<file path="src/rtl/seg_scan_decoder.sv">
// Display scan readback: filters the digit-select/segment scan and rebuilds BCD frames.
// Optional saturating invalid-pattern counter on err_count when SEG_SCAN_ERR_COUNT_EN is defined.
module seg_scan_decoder #(
   parameter int NUM_DIGITS    = 4,
   parameter int STABLE_CYCLES = 4
) (
   input  logic                    clk,
   input  logic                    rst_n,
   input  logic [NUM_DIGITS-1:0]   an_sel,
   input  logic [6:0]              seg,
   output logic [4*NUM_DIGITS-1:0] digits_out,
   output logic                    frame_valid,
   output logic [NUM_DIGITS-1:0]   digit_err,
   output logic                    sync_lost
`ifdef SEG_SCAN_ERR_COUNT_EN
   ,
   output logic [7:0]              err_count
`endif
);

   localparam int PW = (NUM_DIGITS > 1) ? $clog2(NUM_DIGITS) : 1;

   localparam logic [0:0] S_IDLE    = 1'b0;
   localparam logic [0:0] S_COLLECT = 1'b1;

   logic [NUM_DIGITS-1:0]   prev_an;
   logic [6:0]              prev_seg;
   logic [7:0]              cnt;
   logic                    onehot;
   logic                    accept;
   logic [PW-1:0]           pos;
   logic [3:0]              nib;
   logic                    bad;
   logic [0:0]              state;
   logic [PW-1:0]           exp_pos;
   logic                    last;
   logic [4*NUM_DIGITS-1:0] sh_d;
   logic [NUM_DIGITS-1:0]   sh_e;
   logic [4*NUM_DIGITS-1:0] sh_nx_d;
   logic [NUM_DIGITS-1:0]   sh_nx_e;

   function automatic logic [4:0] decode(input logic [6:0] p);
      logic [4:0] r;
      case (p)
         7'h7E:   r = 5'h00;
         7'h30:   r = 5'h01;
         7'h6D:   r = 5'h02;
         7'h79:   r = 5'h03;
         7'h33:   r = 5'h04;
         7'h5B:   r = 5'h05;
         7'h5F:   r = 5'h06;
         7'h70:   r = 5'h07;
         7'h7F:   r = 5'h08;
         7'h7B:   r = 5'h09;
         7'h00:   r = 5'h0F;
         default: r = 5'h1E;
      endcase
      return r;
   endfunction

   // cnt counts repeats after the first cycle; it stops at STABLE_CYCLES so a
   // held sample hits the acceptance value exactly once
   always_ff @(posedge clk or negedge rst_n) begin
      if (!rst_n) begin
         prev_an  <= '0;
         prev_seg <= '0;
         cnt      <= '0;
      end else begin
         prev_an  <= an_sel;
         prev_seg <= seg;
         if ({an_sel, seg} != {prev_an, prev_seg})
            cnt <= '0;
         else if (cnt != 8'(STABLE_CYCLES))
            cnt <= cnt + 8'd1;
      end
   end

   assign onehot = (prev_an != '0) &&
                   ((prev_an & (prev_an - 1'b1)) == '0);
   assign accept = onehot && (cnt == 8'(STABLE_CYCLES - 1));
   assign {bad, nib} = decode(prev_seg);
   assign last = (exp_pos == PW'(NUM_DIGITS - 1));

   always_comb begin
      pos     = '0;
      sh_nx_d = sh_d;
      sh_nx_e = sh_e;
      for (int k = 0; k < NUM_DIGITS; k++) begin
         if (prev_an[k]) begin
            pos            = PW'(k);
            sh_nx_d[4*k+:4] = nib;
            sh_nx_e[k]     = bad;
         end
      end
   end

   always_ff @(posedge clk or negedge rst_n) begin
      if (!rst_n) begin
         state       <= S_IDLE;
         exp_pos     <= '0;
         sh_d        <= '1;
         sh_e        <= '0;
         digits_out  <= '1;
         digit_err   <= '0;
         frame_valid <= 1'b0;
         sync_lost   <= 1'b0;
      end else begin
         frame_valid <= 1'b0;
         sync_lost   <= 1'b0;
         if (accept) begin
            unique case (state)
               S_IDLE: begin
                  if (pos == '0) begin
                     sh_d    <= sh_nx_d;
                     sh_e    <= sh_nx_e;
                     exp_pos <= PW'(1);
                     state   <= S_COLLECT;
                  end
               end
               S_COLLECT: begin
                  if (pos == exp_pos) begin
                     sh_d <= sh_nx_d;
                     sh_e <= sh_nx_e;
                     if (last) begin
                        digits_out  <= sh_nx_d;
                        digit_err   <= sh_nx_e;
                        frame_valid <= 1'b1;
                        exp_pos     <= '0;
                        state       <= S_IDLE;
                     end else begin
                        exp_pos <= exp_pos + 1'b1;
                     end
                  end else begin
                     sync_lost <= 1'b1;
                     if (pos == '0) begin
                        sh_d    <= sh_nx_d;
                        sh_e    <= sh_nx_e;
                        exp_pos <= PW'(1);
                     end else begin
                        exp_pos <= '0;
                        state   <= S_IDLE;
                     end
                  end
               end
               default: begin
                  exp_pos <= '0;
                  state   <= S_IDLE;
               end
            endcase
         end
      end
   end

`ifdef SEG_SCAN_ERR_COUNT_EN
   always_ff @(posedge clk or negedge rst_n) begin
      if (!rst_n)
         err_count <= '0;
      else if (accept && bad && (err_count != 8'hFF))
         err_count <= err_count + 8'd1;
   end
`endif

endmodule

</file>
<file path="config.mk">
export PLATFORM = sky130hd
export DESIGN_NAME = seg_scan_decoder
export DESIGN_NICKNAME = d
export VERILOG_FILES = /design/src/rtl/seg_scan_decoder.sv
export SDC_FILE = /design/constraint.sdc
export NUM_CORES = 1
export LEC_CHECK = 0
export CAP_MARGIN = 0
export CORE_ASPECT_RATIO = 1.75
export CORE_MARGIN = 1
export CORE_UTILIZATION = 38
export CTS_CLUSTER_DIAMETER = 150
export DETAILED_ROUTE_END_ITERATION = 10
export GPL_TIMING_DRIVEN = 0
export PLACE_DENSITY_LB_ADDON = 0.1
export SLEW_MARGIN = 20
export SYNTH_ARGS = -nofsm -noshare
export SYNTH_HDL_FRONTEND = slang
export SYNTH_SLANG_ARGS = --single-unit
export TNS_END_PERCENT = 10
</file>
<file path="constraint.sdc">
create_clock -name clk -period 3.7 [get_ports clk]
set_clock_uncertainty 0.2 [all_clocks]
set_input_delay 0.37 -clock clk [delete_from_list [all_inputs] [get_ports clk]]
set_output_delay 0.37 -clock clk [all_outputs]
set_load 0.01 [all_outputs]
</file>
# [Yosys cells after proc, flatten, opt, wreduce, memory -nomap -nowiden]
# Index checks and enable logic that the tools add are counted.
[op_classes] mux=36 bitwise=2 n_reduce_logical=9 add_sub_neg=3 n_eq_ne=16
[op_table] operator="$eq A7 B7 Y1 const B" count=8
[op_table] operator="$pmux W5 S11" count=1
[op_table] operator="$mux W16" count=2
[op_table] operator="$pmux W16 S2" count=1
[op_table] operator="$mux W4" count=6
[op_table] operator="$mux W1" count=16
[op_table] operator="$mux W8" count=2
[op_table] operator="$eq A7 B6 Y1 const B" count=2
[op_table] operator="$ne A11 B11 Y1" count=1
[op_table] operator="$mux W2" count=5
[op_table] operator="$add A8 B1 Y8 const B" count=1
[op_table] operator="$eq A8 B2 Y1 const B" count=1
[op_table] operator="$ne A8 B3 Y1 const B" count=1
[op_table] operator="$pmux W4 S2" count=1
[op_table] operator="$logic_not A7 Y1" count=1
[op_table] operator="$and A4 B4 Y4" count=1
[op_table] operator="$logic_not A4 Y1" count=1
[op_table] operator="$pmux W2 S2" count=1
[op_table] operator="$reduce_and A4 Y1" count=1
[op_table] operator="$reduce_bool A4 Y1" count=1
[op_table] operator="$sub A4 B1 Y4 const B" count=1
[op_table] operator="$add A2 B1 Y2 const B" count=1
[op_table] operator="$eq A2 B2 Y1" count=1
[op_table] operator="$eq A2 B2 Y1 const B" count=1
[op_table] operator="other kinds (7)" count=8
[word_totals] word_cells=77 reg_bits=64

# [Depth between registers and ports, before layout]
# Gate-level depths: netlist of run 1.
[depth] depth_word=7 depth_mapped=8 depth_no_buf=7

# [Worst setup path after synthesis of run 1]
# OpenSTA, ideal clock, no wires.
[synth_path] path_type="register -> register" from="reg cnt[3]" to="reg sh_e[2]" t_required_ns=3.375 synth_period_minus_slack_ns=2.346 path_slack_ns=1.354 path_stages_with_launch=7 arrival_time_ns=2.022 cell_sequence="dfrtp_1 -> or4_4 -> nor4b_4 -> and2b_1 -> and3_1 -> buf_2 -> mux2_2"
[synth_between] elab_chain_len=2
[synth_lines] item="start, declared" line_no="28" text="logic [7:0] cnt;"
[synth_lines] item="start signal, assigned" line_no="74" text="cnt <= cnt + 8'd1;"
[synth_lines] item="$eq A8 B2 Y1" line_no="80" text="assign accept = onehot && (cnt == 8'(STABLE_CYCLES - 1));"
[synth_lines] item="$logic_and A1 B1 Y1" line_no="80"
[synth_lines] item="end signal, assigned" line_no="115" text="sh_e <= sh_nx_e;"
[synth_lines] item="end signal, assigned" line_no="123" text="sh_e <= sh_nx_e;"
[synth_lines] item="end signal, assigned" line_no="137" text="sh_e <= sh_nx_e;"
[synth_lines] item="end, declared" line_no="38" text="logic [NUM_DIGITS-1:0] sh_e;"
# Every way passes these cells.
# A chain may end at the register's enable or synchronous reset.

# [Worst setup path after layout of run 1]
[layout_path] from="reg prev_an[2]" to="reg sh_e[2]"
[layout_between] elab_chain_len=6 word_cells_on_any_way=14 cone_classes="1 x add/sub; 1 x eq/ne; 6 x mux; 1 x bitwise; 5 x reduce/logical"
[layout_lines] item="start, declared" line_no="26" text="logic [NUM_DIGITS-1:0] prev_an;"
[layout_lines] item="start signal, assigned" line_no="69" text="prev_an <= an_sel;"
[layout_lines] item="branches (longest 6 deep; another with $sub A4 B1 Y4)"
# Parallel ways; which one is timed is not known.

==> results_tabular.tex, run 1 <==
\begin{tabular}{lr}
\hline
Metric & Value \\
\hline
\multicolumn{2}{l}{\textbf{Run status}} \\
\quad Outcome & finished, final reports clean \\
\multicolumn{2}{l}{\textbf{Final layout}} \\
\quad Post-route core utilization & 49.6\% \\
\quad Fin cells & 487 \\
\quad Footprint of the multi-input gates & 1500 sq um \\
\quad ANT cells & 0 \\
\quad Layout fillers & 827 \\
\quad Storage cell area & 1640 sq um \\
\quad Nets & 383 \\
\quad Area Growth Syn to Fin & 25.1\% \\
\quad Layout cells sized above 1 & 24.5\% \\
\multicolumn{2}{l}{\textbf{Drt}} \\
\quad Number of routed nets with antenna violations & 0 \\
\quad Number of DRC markers in iteration 0 & 175 \\
\quad Routed wire length & 7450 microns \\
\quad Detailed-route vias per instance & 5.07 \\
\quad Number of detailed-routing iterations run before antenna repair & 4 \\
\quad DR DRC count & 0 \\
\quad Average wire per standard cell & 15.3 microns \\
\quad Vias & 2468 \\
\multicolumn{2}{l}{\textbf{Die}} \\
\quad Effective utilization at floorplan & 39.7\% \\
\quad I/O pins & 35 \\
\quad Overall die width & 72.7 microns \\
\quad Placeable Area & 8370 sq um \\
\quad Vertical die dimension & 126 microns \\
\quad Number of rows created at floorplan & 44 \\
\quad Floorplan die area & 9130 sq um \\
\multicolumn{2}{l}{\textbf{Timing}} \\
\quad Endpoints failing hold & 0 \\
\quad Headroom to the max-slew limit & 42.4\% \\
\quad Post-route minimum period & 2690 ps \\
\quad Number of slew-limit violations in the final report & 0 \\
\quad Setup-failing EPs final & 0 \\
\quad Highest clock frequency the design can meet & 0.372 GHz \\
\quad Total negative setup slack & 0 ps \\
\quad Unrepaired setup endpoints after global routing & false \\
\quad Share of the cycle needed by the critical path after routing & 72.7\% \\
\quad Worst Max-Slew Pin Slew & 863 ps \\
\quad Final setup slack of the worst path & 1010 ps \\
\multicolumn{2}{l}{\textbf{Power}} \\
\quad Power per standard cell area & 417 nW/um\^{}2 \\
\quad Net Sw Power & 0.000376 W \\
\quad Proportion of total power due to net switching & 21.7\% \\
\quad Sequential share of power & 41.1\% \\
\quad Clock power share & 52.6\% \\
\quad Leakage Power & 1.72 nW \\
\quad Tot Pwr & 0.00173 W \\
\quad Worst supply voltage drop on vdd & 0.275 mV \\
\quad Int Power & 0.00135 W \\
\quad Combinational share of power & 6.3\% \\
\multicolumn{2}{l}{\textbf{GRT}} \\
\quad GRT Resource Usage Total & 18.6\% \\
\quad Number of global-route vias before repair & 2489 \\
\quad Grt total ovfl & 0 \\
\quad Initial antenna violation count & 0 \\
\quad Maximum number of pins on one net before global-route repair & 41 \\
\quad First-pass GRT wire length & 12600 microns \\
\multicolumn{2}{l}{\textbf{Synth}} \\
\quad Number of nets produced by synthesis & 336 \\
\quad Avg Inst Size Synth & 10.4 sq um \\
\quad Synth Area in Adders & 1.13\% \\
\quad Post-synth EDFFs & 0 \\
\quad Synth cell count leaders & dfrtp\_1 (32), dfstp\_2 (32), nor2\_1 (29) \\
\quad Number of distinct library cells after synthesis & 48 \\
\quad Sequential-to-total area share from yosys stat & 49.5\% \\
\quad Top area cells in the synthesized netlist & dfstp\_2 (25\%), dfrtp\_1 (24\%), mux2\_2 (5.4\%), xor2\_1 (4.0\%), nor2\_1 (3.3\%) \\
\quad Library cell with the largest summed area after synthesis & dfstp\_2 \\
\quad Async S/R FF share, synth & 100\% \\
\quad YS warnings & 0 \\
\quad Largest family of logic cells by synthesized area & simple AND/OR/NAND/NOR gates \\
\quad Post-Syn Instances & 320 \\
\quad Multiplexer share of the synthesized area & 10.3\% \\
\quad Most frequently used flop master after synthesis & dfstp\_2 \\
\quad Basic-gate share of the synthesized area counting and, or, nand and nor cells & 16.5\% \\
\quad Area share of the largest cell type after synthesis & 25.3\% \\
\quad Xor/xnor share of the synthesized area & 5.01\% \\
\quad Post-synthesis cell area & 3320 sq um \\
\quad Share of the synthesized area in compound gates (AO/OA/AOI/OAI) & 12.4\% \\
\quad Flip-flop and latch count after synthesis & 64 \\
\multicolumn{2}{l}{\textbf{Setup path}} \\
\quad Worst setup EP type & flip-flop \\
\quad Slack of the worst reg-to-reg path & 1010 ps \\
\quad Required @ worst endpoint & 3720 ps \\
\quad Crit-path max FO & 10 \\
\quad Critical path arrival & 2710 ps \\
\quad Category of the critical setup timing path & reg2reg \\
\quad Startpoint type of the worst setup path & flip-flop \\
\multicolumn{2}{l}{\textbf{CTS}} \\
\quad Post-CTS Setup Bufs & 0 \\
\quad Worst skew pair latency & 340 ps \\
\quad Clock-pin slew on the worst setup and hold paths & 50 ps \\
\quad Clk root buf & clkbuf\_16 \\
\quad Number of buffers inserted during clock tree synthesis & 9 \\
\quad Number of sinks on the clock net & 64 \\
\quad TritonCTS clock tree & yes \\
\quad Maximum number of buffers from clock root to sink & 2 \\
\quad Htree depth & 3 \\
\quad Count of instances resized after the clock tree is built & 0 \\
\multicolumn{2}{l}{\textbf{Hold path}} \\
\quad Worst min-delay path category & in2async \\
\multicolumn{2}{l}{\textbf{Run}} \\
\quad Number of violations of the max-capacitance limit & 0 \\
\multicolumn{2}{l}{\textbf{Placement}} \\
\quad Final GP Congestion & 0.794 \\
\quad Instance count after placement with tap cells included & 470 \\
\quad Pre-CTS worst setup slack & 1030 ps \\
\quad Port Buffer Count & 34 \\
\quad HPWL reported at the end of detailed placement & 5440 microns \\
\hline
\end{tabular}
==> kinds of logic (layout without fill, tap and decap cells) <==
kind of cell / Yosys count / in the layout
buffers and inverters: 38 / 90
AOI/OAI and AO/OA: 65 / 65
DFF: 64 / 64
muxes: 30 / 30
and+or+nand+nor: 101 / 101
adders and majority gates: 3 / 3
xor gates and xnor gates: 19 / 19
==> power groups by stage <==
stage | logic, W | clock network, W | registers, W
floorplan | 0.0000602 | 0 | 0.000722
global placement | 0.000105 | 0 | 0.000722
detailed placement | 0.000109 | 0 | 0.000722
CTS | 0.000110 | 0.000935 | 0.000711
global route | 0.000121 | 0.000962 | 0.000711
finish | 0.000108 | 0.000910 | 0.000711
==> stage by stage <==
stage                     area (sq um)  hold WS (ps)
after floorplan                   3320          -126
after global placement            3800           286
after detailed placement          3820           103
after CTS                         4150           293
after global routing              4150           321
final                             4150           284
==> worst max-delay path: stages, from the launching register on <==
cell and delay [ps]:
dfrtp_1 350, clkbuf_1 250, o311a_1 450, nor3_1 300, buf_2 320, and3_1 180
buf_2 180, mux2_2 340
==> repair_timing <==
item	in CTS	in global routing
hold buffers	1	0
endpoints found under the setup margin	0	0
endpoints found under the hold margin	19	0
==> cells in the final DEF (no fill, tap or decap), types with 2 or more instances in the layout <==
master,n
dfstp_2,32
nand4_1,4
o2111ai_1,2
dfrtp_1,32
xor2_1,15
a211oi_1,5
nor3_1,9
mux2_4,4
mux2_2,16
nor2b_1,5
nor4b_1,2
clkbuf_1,11
and3_1,4
mux2i_1,10
a21oi_1,11
clkdlybuf4s50_1,33
inv_1,11
nand3b_1,3
and2_1,2
nor4_1,3
o31ai_1,8
nand2_1,18
xnor2_1,4
clkbuf_16,9
nand3_1,9
o21ai_0,18
buf_6,2
clkinv_2,3
a31oi_1,15
or3_1,2
buf_2,13
ha_1,3
nor2_1,29
bufinv_16,2
==> routing by layer <==
metal / up-vias / share of wire (%) / track usage (%)
met5: - / 0 / 0
met4: 0 / 3.0 / 8.77
met3: 16 / 3.5 / 4.56
met2: 54 / 54 / 32.3
met1: 1166 / 40 / 20.9
li1: 1232 / - / -
==> cell type report <==
cell class	instances	area share (%)
tap	115	3.46
inverter	11	0.994
sequential	64	39.5
timing repair buffer	36	8.86
clock inverter	6	1.99
clock buffer	10	5.75
buffer	27	3.19
multi-input combinational	218	36.2
==> flip-flops by register name, indices dropped and copies added, names as in the netlist <==
register,flops
digits_out,16
sh_d,16
cnt,8
prev_seg,7
digit_err,4
prev_an,4
sh_e,4
exp_pos,2
frame_valid,1
state,1
sync_lost,1
==> final timing paths <==
path,from,endpoint,cells past startpoint
hold / removal,rst_n,sync_lost$_DFF_PN0_,2
setup / recovery,prev_an[2]$_DFF_PN0_,sh_e[2]$_DFFE_PN0P_,7
setup reg to reg,prev_an[2]$_DFF_PN0_,sh_e[2]$_DFFE_PN0P_,7
min in group clk,digits_out[11]$_DFFE_PN1P_,digits_out[11]$_DFFE_PN1P_,2
max in group asynchronous,rst_n,sh_d[5]$_DFFE_PN1P_,3
hold reg to reg,digits_out[11]$_DFFE_PN1P_,digits_out[11]$_DFFE_PN1P_,2
(Power assumes the default switching activity.)
==> run 2, diff against run 1 <==
clock period = 2.7 ns   (was 3.7 ns; I/O delays follow)
==> results_tabular.tex, run 2 (synthesis results as in run 1) <==
\begin{tabular}{lr}
\hline
Metric & Value \\
\hline
\multicolumn{2}{l}{\textbf{Run status}} \\
\quad Outcome & finished, final reports clean \\
\multicolumn{2}{l}{\textbf{Run}} \\
\quad Number of violations of the max-capacitance limit & 0 (unchanged) \\
\multicolumn{2}{l}{\textbf{Setup path}} \\
\quad Top cell family by delay on the critical path & simple AND/OR/NAND/NOR gates \\
\quad Crit-path max FO & 6 (-4) \\
\quad Worst setup EP type & flip-flop \\
\quad Startpoint type of the worst setup path & flip-flop \\
\quad Critical path arrival & 2610 ps (-100 ps) \\
\quad Slack of the worst reg-to-reg path & 110 ps (-900 ps) \\
\quad Category of the critical setup timing path & reg2reg \\
\quad Worst r2r src & cnt[3]\$\_DFFE\_PN0P\_ \\
\quad Critical-path cell with the highest stage delay & or4\_4 \\
\quad Longest individual stage delay on the worst path & 560 ps (+110 ps) \\
\quad Required @ worst endpoint & 2720 ps (-1000 ps) \\
\quad Number of cells on the worst reg-to-reg path & 6 (-1) \\
\quad End of the worst register-to-register path & sh\_e[1]\$\_DFFE\_PN0P\_ \\
\quad Buffer and inverter count on the worst path & 1 (-2) \\
\quad Series of cell instances along the critical path & or4\_4, nor4b\_4, and2b\_1, and3\_1, buf\_2, mux2\_2 \\
\multicolumn{2}{l}{\textbf{Final layout}} \\
\quad Most frequent standard cell in the layout excluding fill and tap cells & clkdlybuf4s50\_1 \\
\quad Most used cells in the layout excluding fill and tap cells & clkdlybuf4s50\_1 (33), dfrtp\_1 (32), dfstp\_2 (32) \\
\quad Post-route core utilization & 49.8\% (+0.15 points) \\
\quad Fin cells & 487 (unchanged) \\
\quad Layout cells sized above 1 & 25.0\% (+0.54 points) \\
\quad Area Growth Syn to Fin & 25.5\% \\
\quad ANT cells & 0 (unchanged) \\
\quad Nets & 383 (unchanged) \\
\quad Biggest registers after layout & digits\_out (16), sh\_d (16), cnt (8) \\
\multicolumn{2}{l}{\textbf{GRT}} \\
\quad Number of global-route vias before repair & 2489 (unchanged) \\
\quad Maximum number of pins on one net before global-route repair & 41 (unchanged) \\
\quad First-pass GRT wire length & 12600 microns (unchanged) \\
\quad Grt total ovfl & 0 (unchanged) \\
\quad Initial antenna violation count & 0 (unchanged) \\
\quad GRT Resource Usage Total & 18.6\% (unchanged) \\
\multicolumn{2}{l}{\textbf{Placement}} \\
\quad Instance count after placement with tap cells included & 470 (unchanged) \\
\quad Pre-CTS worst setup slack & 34.2 ps (-1000 ps) \\
\quad Port Buffer Count & 34 (unchanged) \\
\quad Final GP Congestion & 0.794 (unchanged) \\
\quad HPWL reported at the end of detailed placement & 5440 microns (unchanged) \\
\multicolumn{2}{l}{\textbf{Timing}} \\
\quad Worst Max-Slew Pin Slew & 870 ps (+6.11 ps) \\
\quad Setup-failing EPs final & 0 (unchanged) \\
\quad Unrepaired setup endpoints after global routing & false \\
\quad Number of slew-limit violations in the final report & 0 (unchanged) \\
\quad Post-route minimum period & 2590 ps (-98.9 ps) \\
\quad Headroom to the max-slew limit & 42.0\% (-0.41 points) \\
\quad Share of the cycle needed by the critical path after routing & 96.0\% (+23 points) \\
\quad Highest clock frequency the design can meet & 0.386 GHz (+3.8\%) \\
\quad Endpoints failing hold & 0 (unchanged) \\
\quad Final setup slack of the worst path & 109 ps (-901 ps) \\
\multicolumn{2}{l}{\textbf{CTS}} \\
\quad Htree depth & 3 (unchanged) \\
\quad Maximum number of buffers from clock root to sink & 2 (unchanged) \\
\quad Worst skew pair latency & 330 ps (about the same) \\
\quad TritonCTS clock tree & yes \\
\quad Clk root buf & clkbuf\_16 \\
\quad Number of buffers inserted during clock tree synthesis & 9 (unchanged) \\
\quad Clock-pin slew on the worst setup and hold paths & 50 ps (about the same) \\
\quad Number of sinks on the clock net & 64 (unchanged) \\
\multicolumn{2}{l}{\textbf{Die}} \\
\quad Effective utilization at floorplan & 39.7\% (unchanged) \\
\quad Vertical die dimension & 126 microns (unchanged) \\
\quad Placeable Area & 8370 sq um (unchanged) \\
\quad Number of rows created at floorplan & 44 (unchanged) \\
\quad Floorplan die area & 9130 sq um (unchanged) \\
\quad Overall die width & 72.7 microns (unchanged) \\
\quad I/O pins & 35 (unchanged) \\
\multicolumn{2}{l}{\textbf{Power}} \\
\quad Worst supply voltage drop on vdd & 0.376 mV (+37\%) \\
\quad Power per standard cell area & 569 nW/um\^{}2 (+37\%) \\
\quad Leakage Power & 1.72 nW (about the same) \\
\multicolumn{2}{l}{\textbf{Drt}} \\
\quad Routed wire length & 7510 microns (+0.71\%) \\
\quad Number of routed nets with antenna violations & 0 (unchanged) \\
\quad DR DRC count & 0 (unchanged) \\
\quad Detailed-route vias per instance & 5.08 (+0.20\%) \\
\quad Average wire per standard cell & 15.4 microns (+0.71\%) \\
\quad Number of detailed-routing iterations run before antenna repair & 4 (unchanged) \\
\quad Number of DRC markers in iteration 0 & 155 (-11\%) \\
\quad Vias & 2473 (+0.20\%) \\
\multicolumn{2}{l}{\textbf{Hold path}} \\
\quad Worst min-delay path category & in2async \\
\hline
\end{tabular}
[run 2: power breakdown]
part	leakage, nW	total, W	internal [W]	switching, W
Clock	0.158	0.00125	0.000827	0.000420
Sequential	0.752	0.000975	0.000971	0.00000392
Combinational	0.807	0.000150	0.0000576	0.0000920
Total	1.72	0.00237	0.00186	0.000516
[run 2: routing by layer]
| metal | track usage (%) | share of wire, % | vias to the layer above |
|---|---|---|---|
| li1 | - | - | 1236 |
| met1 | 20.9 | 40 | 1171 |
| met2 | 32.3 | 54 | 51 |
| met3 | 4.56 | 3.4 | 15 |
| met4 | 8.77 | 2.8 | 0 |
| met5 | 0 | 0 | - |
[run 2: worst max path at each step]
stage | start | cells after the start | endpoint | slack, ps
detailed placement | prev_an[2]$_DFF_PN0_ | 7 | sh_e[2]$_DFFE_PN0P_ | 30
CTS | prev_an[2]$_DFF_PN0_ | 7 | sh_e[2]$_DFFE_PN0P_ | 30
finish | cnt[3]$_DFFE_PN0P_ | 6 | sh_e[1]$_DFFE_PN0P_ | 110
floorplan | cnt[3]$_DFFE_PN0P_ | 6 | sh_e[2]$_DFFE_PN0P_ | 350
global route | prev_seg[6]$_DFF_PN0_ | 8 | digits_out[10]$_DFFE_PN1P_ | 4
global placement | rst_n | 1 | sh_e[0]$_DFFE_PN0P_ | -980
[run 2: per-stage QoR]
| stage | TNS, ps | instance area (sq um) | total power, W | hold WS (ps) |
|---|---|---|---|---|
| after floorplan | 0 | 3320 | 0.00107 | -226 |
| after global routing | 0 | 4170 | 0.00246 | 226 |
| after global placement | -38800 | 3800 | 0.00113 | 286 |
| after detailed placement | 0 | 3820 | 0.00114 | 3.36 |
| final | 0 | 4170 | 0.00237 | 184 |
| after CTS | 0 | 4150 | 0.00241 | 193 |
[run 2: worst reg2reg max path, delay by kind of cell, from the launching register on]
kind          cells  cell delay (ps)
simple gates      4             1320
flops             1              430
buf+inv           1              190
mux               1              350
[run 2: what timing repair did]
action,CTS,global route
hold buffers,1,0
resized for setup,0,5
endpoints found under the setup margin,0,17
buffers inserted,0,0
endpoints found under the hold margin,37,0
[run 2: layout make-up]
cell class              instances  area (sq um)
well taps                     115           144
plain buffers                  27           135
multi-input cells             218          1510
clock buffers                  10           239
flip-flops and latches         64          1640
inverters                      11          41.3
clock inverters                 6          82.6
fillers                       826          4200
repair buffers                 36           368
==> run 3, diff against run 2 <==
CELL_PAD_IN_SITES_DETAIL_PLACEMENT = 1   (was not set)
CELL_PAD_IN_SITES_GLOBAL_PLACEMENT = 1   (was not set)
==> results_tabular.tex, run 3 (synthesis results as in run 1) <==
\begin{tabular}{lr}
\hline
Metric & Value \\
\hline
\multicolumn{2}{l}{\textbf{Setup path}} \\
\quad Required @ worst endpoint & 2720 ps (about the same) \\
\quad Startpoint type of the worst setup path & flip-flop \\
\quad Worst setup EP type & flip-flop \\
\quad Critical path arrival & 2610 ps (about the same) \\
\quad Category of the critical setup timing path & reg2reg \\
\quad Crit-path max FO & 6 (unchanged) \\
\multicolumn{2}{l}{\textbf{GRT}} \\
\quad GRT Resource Usage Total & 19.7\% (+1.1 points) \\
\quad Number of global-route vias before repair & 2710 (+8.9\%) \\
\quad Grt total ovfl & 0 (unchanged) \\
\quad Maximum number of pins on one net before global-route repair & 49 (+20\%) \\
\quad Initial antenna violation count & 0 (unchanged) \\
\quad First-pass GRT wire length & 13500 microns (+7.7\%) \\
\multicolumn{2}{l}{\textbf{Die}} \\
\quad Overall die width & 72.7 microns (unchanged) \\
\quad I/O pins & 35 (unchanged) \\
\quad Effective utilization at floorplan & 39.7\% (unchanged) \\
\quad Floorplan die area & 9130 sq um (unchanged) \\
\quad Vertical die dimension & 126 microns (unchanged) \\
\quad Placeable Area & 8370 sq um (unchanged) \\
\quad Number of rows created at floorplan & 44 (unchanged) \\
\multicolumn{2}{l}{\textbf{Timing}} \\
\quad Number of slew-limit violations in the final report & 0 (unchanged) \\
\quad Headroom to the max-slew limit & 40.8\% (-1.2 points) \\
\quad Endpoints failing hold & 0 (unchanged) \\
\quad Worst Hold Margin & 152 ps (-32.3 ps) \\
\quad Worst Max-Slew Pin Slew & 888 ps (+18.4 ps) \\
\quad Share of the cycle needed by the critical path after routing & 96.1\% (+0.15 points) \\
\quad Highest clock frequency the design can meet & 0.385 GHz (-0.15\%) \\
\quad Final setup slack of the worst path & 105 ps (-3.99 ps) \\
\quad Setup-failing EPs final & 0 (unchanged) \\
\quad Post-route minimum period & 2590 ps (+3.99 ps) \\
\quad Unrepaired setup endpoints after global routing & true \\
\multicolumn{2}{l}{\textbf{CTS}} \\
\quad TritonCTS clock tree & yes \\
\quad Clock-pin slew on the worst setup and hold paths & 50 ps (about the same) \\
\quad Clk root buf & clkbuf\_16 \\
\quad Number of buffers inserted during clock tree synthesis & 9 (unchanged) \\
\quad Post-CTS Setup Bufs & 0 (unchanged) \\
\quad Htree depth & 3 (unchanged) \\
\quad Maximum number of buffers from clock root to sink & 2 (unchanged) \\
\quad Number of sinks on the clock net & 64 (unchanged) \\
\quad Worst skew pair latency & 330 ps (about the same) \\
\multicolumn{2}{l}{\textbf{Final layout}} \\
\quad Layout cells sized above 1 & 25.1\% (+0.067 points) \\
\quad Nets & 382 (-0.26\%) \\
\quad Area Growth Syn to Fin & 25.0\% \\
\quad Biggest registers after layout & digits\_out (16), sh\_d (16), cnt (8) \\
\quad Most frequent standard cell in the layout excluding fill and tap cells & clkdlybuf4s50\_1 \\
\quad Most used cells in the layout excluding fill and tap cells & clkdlybuf4s50\_1 (33), dfrtp\_1 (32), dfstp\_2 (32) \\
\quad ANT cells & 0 (unchanged) \\
\quad Layout fillers & 948 (+15\%) \\
\multicolumn{2}{l}{\textbf{Placement}} \\
\quad Final GP Congestion & 0.791 (-0.33\%) \\
\quad HPWL reported at the end of detailed placement & 5900 microns (+8.5\%) \\
\quad Port Buffer Count & 34 (unchanged) \\
\quad Pre-CTS worst setup slack & 27.9 ps (-6.25 ps) \\
\multicolumn{2}{l}{\textbf{Run status}} \\
\quad Outcome & finished, final reports clean \\
\multicolumn{2}{l}{\textbf{Drt}} \\
\quad Number of routed nets with antenna violations & 0 (unchanged) \\
\quad Average wire per standard cell & 16.4 microns (+6.3\%) \\
\quad Routed wire length & 7970 microns (+6.1\%) \\
\quad Detailed-route vias per instance & 5.26 (+3.5\%) \\
\quad Number of DRC markers in iteration 0 & 143 (-7.7\%) \\
\quad DR DRC count & 0 (unchanged) \\
\quad Vias & 2554 (+3.3\%) \\
\quad Number of detailed-routing iterations run before antenna repair & 4 (unchanged) \\
\multicolumn{2}{l}{\textbf{Power}} \\
\quad Worst supply voltage drop on vdd & 0.383 mV (+1.8\%) \\
\quad Power per standard cell area & 552 nW/um\^{}2 (-3.0\%) \\
\quad Leakage Power & 1.71 nW (-0.24\%) \\
\multicolumn{2}{l}{\textbf{Run}} \\
\quad Number of violations of the max-capacitance limit & 0 (unchanged) \\
\multicolumn{2}{l}{\textbf{Hold path}} \\
\quad Worst min-delay path category & in2async \\
\hline
\end{tabular}
==> run 3: worst paths after layout <==
check,startpoint,end,slack [ps],depth (start not counted)
max in group asynchronous,rst_n,digits_out[9]$_DFFE_PN1P_,1580,3
worst min-delay path,rst_n,sync_lost$_DFF_PN0_,150,2
worst max-delay path,cnt[3]$_DFFE_PN0P_,sh_e[3]$_DFFE_PN0P_,110,6
worst min register to register,digits_out[8]$_DFFE_PN1P_,digits_out[8]$_DFFE_PN1P_,290,2
min in group clk,seg[1],prev_seg[1]$_DFF_PN0_,220,1
worst max register to register,cnt[3]$_DFFE_PN0P_,sh_e[3]$_DFFE_PN0P_,110,6
==> run 3: what timing repair did <==
| action | 4_1_cts | 5_1_grt |
|---|---|---|
| hold buffers | 1 | 0 |
| endpoints found under the setup margin | 0 | 16 |
| resized for setup | 0 | 7 |
| hold endpoints to repair | 32 | 0 |
==> run 3: power breakdown <==
group / internal (W) / total (W) / switching (W) / leakage [nW]
clock: 0.000761 / 0.00117 / 0.000404 / 0.150
combinational: 0.0000586 / 0.000149 / 0.0000905 / 0.812
sequential: 0.000971 / 0.000978 / 0.00000664 / 0.752
total: 0.00179 / 0.00229 / 0.000501 / 1.71
==> run 3: layout make-up <==
cell class              instances  area, sq um  share of cell area [%]
clock buffers                  13          260                    6.27
clock inverters                 3         40.0                   0.965
well taps                     115          144                    3.47
multi-input cells             218         1520                    36.5
plain buffers                  26          133                    3.20
repair buffers                 36          375                    9.04
flip-flops and latches         64         1640                    39.6
inverters                      11         41.3                   0.995
==> run 3: layer usage <==
layer	part of all wire, %	vias to the layer above	GRT usage [%]
met4	2.5	0	9.69
met3	2.4	16	4.08
li1	-	1232	-
met2	54	47	34.6
met1	41	1259	21.9
met5	0	-	0
==> run 3: stage by stage <==
stage	power (W)	area [sq um]	TNS, ps	utilization [%]	std cells
floorplan	0.00107	3320	0	-	320
global placement	0.00113	3800	-40230	45.5	469
detailed placement	0.00114	3830	0	45.8	470
CTS	0.00231	4140	0	49.5	487
global route	0.00236	4150	-13.2	49.6	486
finish	0.00229	4150	0	49.6	486
==> run 3: worst max-delay path, stage by stage, from the launching register on <==
cell,delay (ps)
dfrtp_1,430
or4_4,570
nor4b_4,350
and2b_2,240
and3_1,160
buf_2,190
mux2_2,350
